[src/rtl/bus_if_ctrl.sv]
// Memory access sequencer for one pipeline stage: same-cycle SPM accesses and a
// request/grant/ready bus FSM. Optional bus-ready watchdog enabled by BUS_TIMEOUT_EN.
module bus_if_ctrl #(
  parameter logic [2:0] SPM_REGION = 3'd3
`ifdef BUS_TIMEOUT_EN
  , parameter logic [7:0] TIMEOUT  = 8'd255
`endif
) (
  input  logic        clk,
  input  logic        reset,
  input  logic        stall,
  input  logic        flush,
  input  logic [29:0] addr,
  input  logic        as_,
  input  logic        rw,
  input  logic [31:0] wr_data,
  output logic [31:0] rd_data,
  output logic        busy,
  input  logic [31:0] spm_rd_data,
  output logic [29:0] spm_addr,
  output logic        spm_as_,
  output logic        spm_rw,
  output logic [31:0] spm_wr_data,
  input  logic [31:0] bus_rd_data,
  input  logic        bus_rdy_,
  input  logic        bus_grnt_,
  output logic        bus_req_,
  output logic [29:0] bus_addr,
  output logic        bus_as_,
  output logic        bus_rw,
  output logic [31:0] bus_wr_data,
  output logic        bus_err,
  output logic [1:0]  state_o
);

  typedef enum logic [1:0] {IDLE = 2'd0, REQ = 2'd1, ACCESS = 2'd2, WAIT = 2'd3} state_e;

  state_e      state_q, state_d;
  logic        bus_req_q, bus_req_d;
  logic        bus_as_q, bus_as_d;
  logic [29:0] bus_addr_q, bus_addr_d;
  logic        bus_rw_q, bus_rw_d;
  logic [31:0] bus_wr_data_q, bus_wr_data_d;
  logic [31:0] rd_buf_q, rd_buf_d;
  logic        valid, hit_spm;
`ifdef BUS_TIMEOUT_EN
  logic [7:0]  cnt_q, cnt_d;
`endif

  assign hit_spm     = (addr[29:27] == SPM_REGION);
  assign valid       = !as_ && !flush;
  assign spm_addr    = addr;
  assign spm_rw      = rw;
  assign spm_wr_data = wr_data;
  assign bus_req_    = bus_req_q;
  assign bus_as_     = bus_as_q;
  assign bus_addr    = bus_addr_q;
  assign bus_rw      = bus_rw_q;
  assign bus_wr_data = bus_wr_data_q;
  assign state_o     = state_q;

  always_comb begin
    state_d       = state_q;
    bus_req_d     = bus_req_q;
    bus_as_d      = bus_as_q;
    bus_addr_d    = bus_addr_q;
    bus_rw_d      = bus_rw_q;
    bus_wr_data_d = bus_wr_data_q;
    rd_buf_d      = rd_buf_q;
    rd_data       = 32'd0;
    busy          = 1'b0;
    spm_as_       = 1'b1;
    bus_err       = 1'b0;
`ifdef BUS_TIMEOUT_EN
    cnt_d         = cnt_q;
`endif
    case (state_q)
      IDLE: begin
        if (valid && hit_spm) begin
          spm_as_ = 1'b0;
          rd_data = spm_rd_data;
        end else if (valid) begin
          busy          = 1'b1;
          bus_addr_d    = addr;
          bus_rw_d      = rw;
          bus_wr_data_d = wr_data;
          bus_req_d     = 1'b0;
          state_d       = REQ;
        end
      end
      REQ: begin
        busy = 1'b1;
        if (!bus_grnt_) begin
          bus_as_d = 1'b0;
          state_d  = ACCESS;
`ifdef BUS_TIMEOUT_EN
          cnt_d    = 8'd0;
`endif
        end
      end
      ACCESS: begin
        // Strobe is only ever low for the first ACCESS cycle.
        bus_as_d = 1'b1;
        if (!bus_rdy_) begin
          rd_data   = bus_rd_data;
          rd_buf_d  = bus_rd_data;
          bus_req_d = 1'b1;
          state_d   = stall ? WAIT : IDLE;
        end else begin
          busy = 1'b1;
`ifdef BUS_TIMEOUT_EN
          if (cnt_q == TIMEOUT) begin
            bus_err   = 1'b1;
            busy      = 1'b0;
            bus_req_d = 1'b1;
            rd_buf_d  = 32'd0;
            state_d   = stall ? WAIT : IDLE;
          end else begin
            cnt_d = cnt_q + 8'd1;
          end
`endif
        end
      end
      WAIT: begin
        rd_data = rd_buf_q;
        if (!stall) state_d = IDLE;
      end
    endcase
    // Stage-facing outputs stay quiet while reset is held, whatever the state.
    if (reset) begin
      rd_data = 32'd0;
      busy    = 1'b0;
      spm_as_ = 1'b1;
      bus_err = 1'b0;
    end
  end

  always_ff @(posedge clk) begin
    if (reset) begin
      state_q       <= IDLE;
      bus_req_q     <= 1'b1;
      bus_as_q      <= 1'b1;
      bus_addr_q    <= 30'd0;
      bus_rw_q      <= 1'b1;
      bus_wr_data_q <= 32'd0;
      rd_buf_q      <= 32'd0;
`ifdef BUS_TIMEOUT_EN
      cnt_q         <= 8'd0;
`endif
    end else begin
      state_q       <= state_d;
      bus_req_q     <= bus_req_d;
      bus_as_q      <= bus_as_d;
      bus_addr_q    <= bus_addr_d;
      bus_rw_q      <= bus_rw_d;
      bus_wr_data_q <= bus_wr_data_d;
      rd_buf_q      <= rd_buf_d;
`ifdef BUS_TIMEOUT_EN
      cnt_q         <= cnt_d;
`endif
    end
  end

endmodule
[config.mk]
export PLATFORM = sky130hd
export DESIGN_NAME = bus_if_ctrl
export DESIGN_NICKNAME = d
export VERILOG_FILES = /design/src/rtl/bus_if_ctrl.sv
export SDC_FILE = /design/constraint.sdc
export NUM_CORES = 1
export LEC_CHECK = 0
export BUFFER_PORTS_ARGS = -buffer_cell sky130_fd_sc_hd__buf_2
export CORE_AREA = 2 2 115 117
export DETAILED_ROUTE_END_ITERATION = 8
export DIE_AREA = 0 0 117 119
export GPL_TIMING_DRIVEN = 0
export HOLD_SLACK_MARGIN = 0.06
export PLACE_DENSITY = 0.76
export SYNTH_ARGS = -nofsm -noshare
export SYNTH_HDL_FRONTEND = slang
export SYNTH_SLANG_ARGS = --single-unit
[constraint.sdc]
create_clock -name clk -period 5.88 [get_ports clk]
set_clock_uncertainty 0.2 [all_clocks]
set_input_delay 1.47 -clock clk [delete_from_list [all_inputs] [get_ports clk]]
set_output_delay 1.47 -clock clk [all_outputs]
set_load 0.02 [all_outputs]
### Word level (Yosys, flattened, before mapping)

Index checks and enable logic that the tools add are counted.

* output and inout bits: 165
* logic and storage cells: 55
* bits of input ports: 134
* register bits: 99

* multiplexer cells: 25
* equal/unequal tests: 9
* reduce and logical (&&, ||, !) cells: 12
* bitwise logic cells: 2

Operators with widths (number)
* $mux W32: 3
* $pmux W32 S3: 1
* $mux W2: 6
* $mux W1: 11
* $ne A2 B2 Y1 const B: 5
* $pmux W2 S4: 1
* $reduce_and A5 Y1: 1
* $eq A2 B2 Y1 const B: 2
* $pmux W1 S2: 2
* $reduce_and A2 Y1: 2
* $reduce_and A4 Y1: 1
* $reduce_bool A2 Y1: 2
* $eq A3 B2 Y1 const B: 1
* $pmux W1 S3: 1
* $reduce_and A3 Y1: 1
* $eq A2 B1 Y1 const B: 1
* $logic_and A1 B1 Y1: 2
* $logic_not A1 Y1: 2
* $logic_not A2 Y1: 1
* $not A1 Y1: 2

### Logic depth before layout (Yosys ltp)

* depth after elaboration: 6
* gate-level depth with buffers: 6
* gate-level depth less buffers: 3

### Least setup slack after synthesis

OpenSTA, ideal clock, no wires.

* kind: input to output
* from: input port as_
* to: output port rd_data[10]
* path buffers: 1
* path slack: 1.595 ns
* stages: 4
* data required time: 4.210 ns
* data arrival time: 2.615 ns
* path through: or4_4 nor2_4 buf_4 a32o_1

* word-level cells in the longest chain between the ends: 6

RTL lines
* start: declaration: line 14 `input logic as_,`
* $logic_not A1 Y1: line 51 `assign valid = !as_ && !flush;`
* $logic_and A1 B1 Y1: line 51
* $logic_and A1 B1 Y1: line 79 `if (valid && hit_spm) begin`
* $mux W32: line 79
* $pmux W32 S3: line 77 `case (state_q)`
* $mux W32: line 130 `if (reset) begin`
* end: declaration: line 17 `output logic [31:0] rd_data,`

No other way between the ends.

### Final worst setup path

* from: input port reset
* to: output port spm_as_

* word-level cells in the longest chain between the ends: 1

RTL lines
* start: declaration: line 10 `input logic reset,`
* $mux W1: line 130
* end: declaration: line 21 `output logic spm_as_,`

No other way between the ends.

==> results by group <==
Cells and area
  – Layout area overhead: 37.9%
  – Commonest non-fill, non-tap cells in the layout: buf_2 (296), nand2_1 (220), dfxtp_1 (99)
  – Final design utilization: 0.564
  – Fin nets: 1097
  – Layout cells sized above 1: 0.406
  – Most common cell after layout, fill and taps aside: buf_2
  – Post-route cell area: 7270 sq um

Synthesis
  – Synth Register Bits: 99
  – Net Count, Synth: 790
  – Ys Warns: 0
  – Cell Area, Synth: 5270 sq um
  – Top FF cell, synth: dfxtp_1
  – Mean post-synth cell area: 8.03 sq um
  – Post-synthesis sequential area ratio: 0.376
  – Cell variety after synth: 31
  – Syn Inst Count: 656
  – FFs w/ async S/R, synth: 0
  – Post-synth EDFFs: 0

Detailed routing
  – TritonRoute pass-1 iters: 5
  – DRC errors left: 0
  – Vias: 5437
  – Detail Route Antenna Nets: 0
  – Routed len/inst: 13.7 microns
  – Via density: 4.75
  – Routed WL: 15700 microns
  – Drt initial violations: 285

Timing
  – Slew Viols, Final: 0
  – Worst Tran Pin Value: 0.599 ns
  – Setup TNS: 0 ns
  – Final hold vios: 0
  – Period minus WS final: 4.64 ns
  – Fmax: 216 MHz
  – Final period utilization: 0.789
  – RSZ-0062 raised after global routing: no
  – Max transition margin: 0.600
  – Setup violators final: 0

Critical path
  – Type of the worst setup path: input pin to output pin
  – Worst path depth: 6
  – Crit path max-delay family: buffers and inverters
  – CP Data Arrival Time: between 2 and 3 ns
  – Crit path to: spm_as_
  – Critical path required time: 4.21 ns
  – Crit-path max FO: 10
  – R2R Setup Slk: approximately 3.8 ns
  – R2r endpoint: rd_buf_q[10]
  – CP bufs+invs: 5
  – Crit-path cells: buf_2 > inv_2 > clkbuf_1 > clkbuf_1 > nand2_1 > buf_2
  – Slowest-stage cell, CP: clkbuf_1
  – Critical path's largest stage delay: 0.47 ns
  – Critical path endpoint category: output pin
  – CP Launch Point: reset
  – Worst r2r src: state_o[0]
  – Cells on worst reg2reg path: 5
  – Nature of the critical path startpoint: input pin

Clock network
  – Clock sinks: 99
  – Max Root-Sink Buffers: 2
  – H-tree levels: 3
  – Hold-fix buffers, CTS: 0
  – Worst skew pair latency: 0.35 ns
  – Clk pin slew, worst setup/hold paths: 0.07 ns
  – TritonCTS Buffers: 9
  – PostCTS Resize Cnt: 0
  – Root Buffer: clkbuf_16
  – CTS tree: done
  – Post-CTS setup buffers: 0

Min path
  – Hold Crit Class: flip-flop to flip-flop

Floorplan
  – Initial Utilization: 0.409
  – Core area: 12900 sq um
  – Chip Width: 117 microns
  – DIE AREA: 13900 sq um
  – Die height: 119 microns
  – Placement Rows: 42
  – Num ports: 299

GRT
  – Vias in the first global route: 4784
  – Initial antenna violation count: 1
  – Total GRT Usage: 0.217
  – Congestion Overflow GR: 0
  – Largest net degree at the start of global routing: 17
  – First-pass GRT wire length: 23700 microns

Placed design
  – Routability cong.: roughly 0.84
  – Post-DP HPWL: 12400 microns
  – Dpl cell area: roughly 7000 sq um
  – Buffers on Ports: 296

Run status
  – Status: finished, final reports clean

Power and ir drop
  – Peak supply drop: 170 uV
  – Power per cell area: 231 nW/um^2
  – Lkg Pwr: 3.44 nW

Flow run
  – Max_cap viols: 0
## worst min-delay path by stage
stage,from,to,slack [ns],cells past startpoint
floorplan,rd_buf_q[0],rd_buf_q[0],0.24,2
global placement,bus_addr[1],bus_addr[1],0.24,2
detailed placement,bus_wr_data[8],bus_wr_data[8],0.25,2
CTS,bus_addr[10],bus_addr[10],0.26,2
global route,rd_buf_q[13],rd_buf_q[13],0.27,2
finish,rd_buf_q[29],rd_buf_q[29],0.25,2
## state kept, by name (all words and copies together) (netlist names)
signal and count:
bus_addr 30, state_o 2, bus_rw 1, bus_as_ 1, rd_buf_q 32, bus_wr_data 32
bus_req_ 1
## cells by family after synthesis
| group | after synthesis | synth area share |
|---|---|---|
| DFF | 99 | 0.376 |
| buffers and inverters | 122 | 0.158 |
| muxes | 60 | 0.114 |
| AOI/OAI and AO/OA | 109 | 0.139 |
| other | 1 | 0.000712 |
| and+or+nand+nor | 265 | 0.212 |
## layout make-up
class | instances | area [sq um]
clock inverter | 6 | 65.1
multi-input combinational | 435 | 2460
timing repair buffer | 296 | 1480
inverter | 5 | 18.8
antenna | 1 | 2.50
clock buffer | 10 | 229
buffer | 117 | 812
fill | 1247 | 5610
tap | 176 | 220
sequential | 99 | 1980
## worst register-to-register path: cells and delay by family, from the launching register on
family / cells / cell delay (ns)
simple gates: 2 / 0.67
flops: 1 / 0.33
compound gates: 1 / 0.15
buf+inv: 2 / 0.67
## per-layer routing
layer | wire [microns] | GRT usage | vias to the layer above
li1 | - | - | 2738
met1 | 6810 | 0.273 | 2512
met2 | 7720 | 0.367 | 173
met3 | 962 | 0.0606 | 14
met4 | 192 | 0.0507 | 0
met5 | 0 | 0 | -
## per-stage QoR
step / setup WS (ns) / instances / hold WS, ns / power, mW
6_report: 1.24 / 1145 / 0.254 / 1.68
5_1_grt: 1.09 / 1145 / 0.268 / 1.76
3_5_place_dp: 1.19 / 1128 / 0.246 / 1.11
3_3_place_gp: 1.15 / 1128 / 0.240 / 1.10
4_1_cts: 1.17 / 1144 / 0.256 / 1.70
2_1_floorplan: 1.59 / 656 / 0.236 / 0.965
## synth_stat cells, types with 2 or more instances
library cell	number	area (sq um)
buf_4	67	503
nand2_1	220	826
inv_1	4	15.0
dfxtp_1	99	1980
mux2i_1	60	601
nand2b_1	32	200
nor2_1	4	15.0
clkbuf_1	41	154
a21oi_1	35	175
o221a_2	2	22.5
buf_12	7	140
a32o_1	32	320
o21ai_0	35	175
## power breakdown
group	internal (mW)	switching (mW)	total, mW
logic	0.160	0.216	0.376
clock network	0.331	0.260	0.591
registers	0.700	0.0144	0.715
Note: power is estimated with default switching activity, not from simulation.
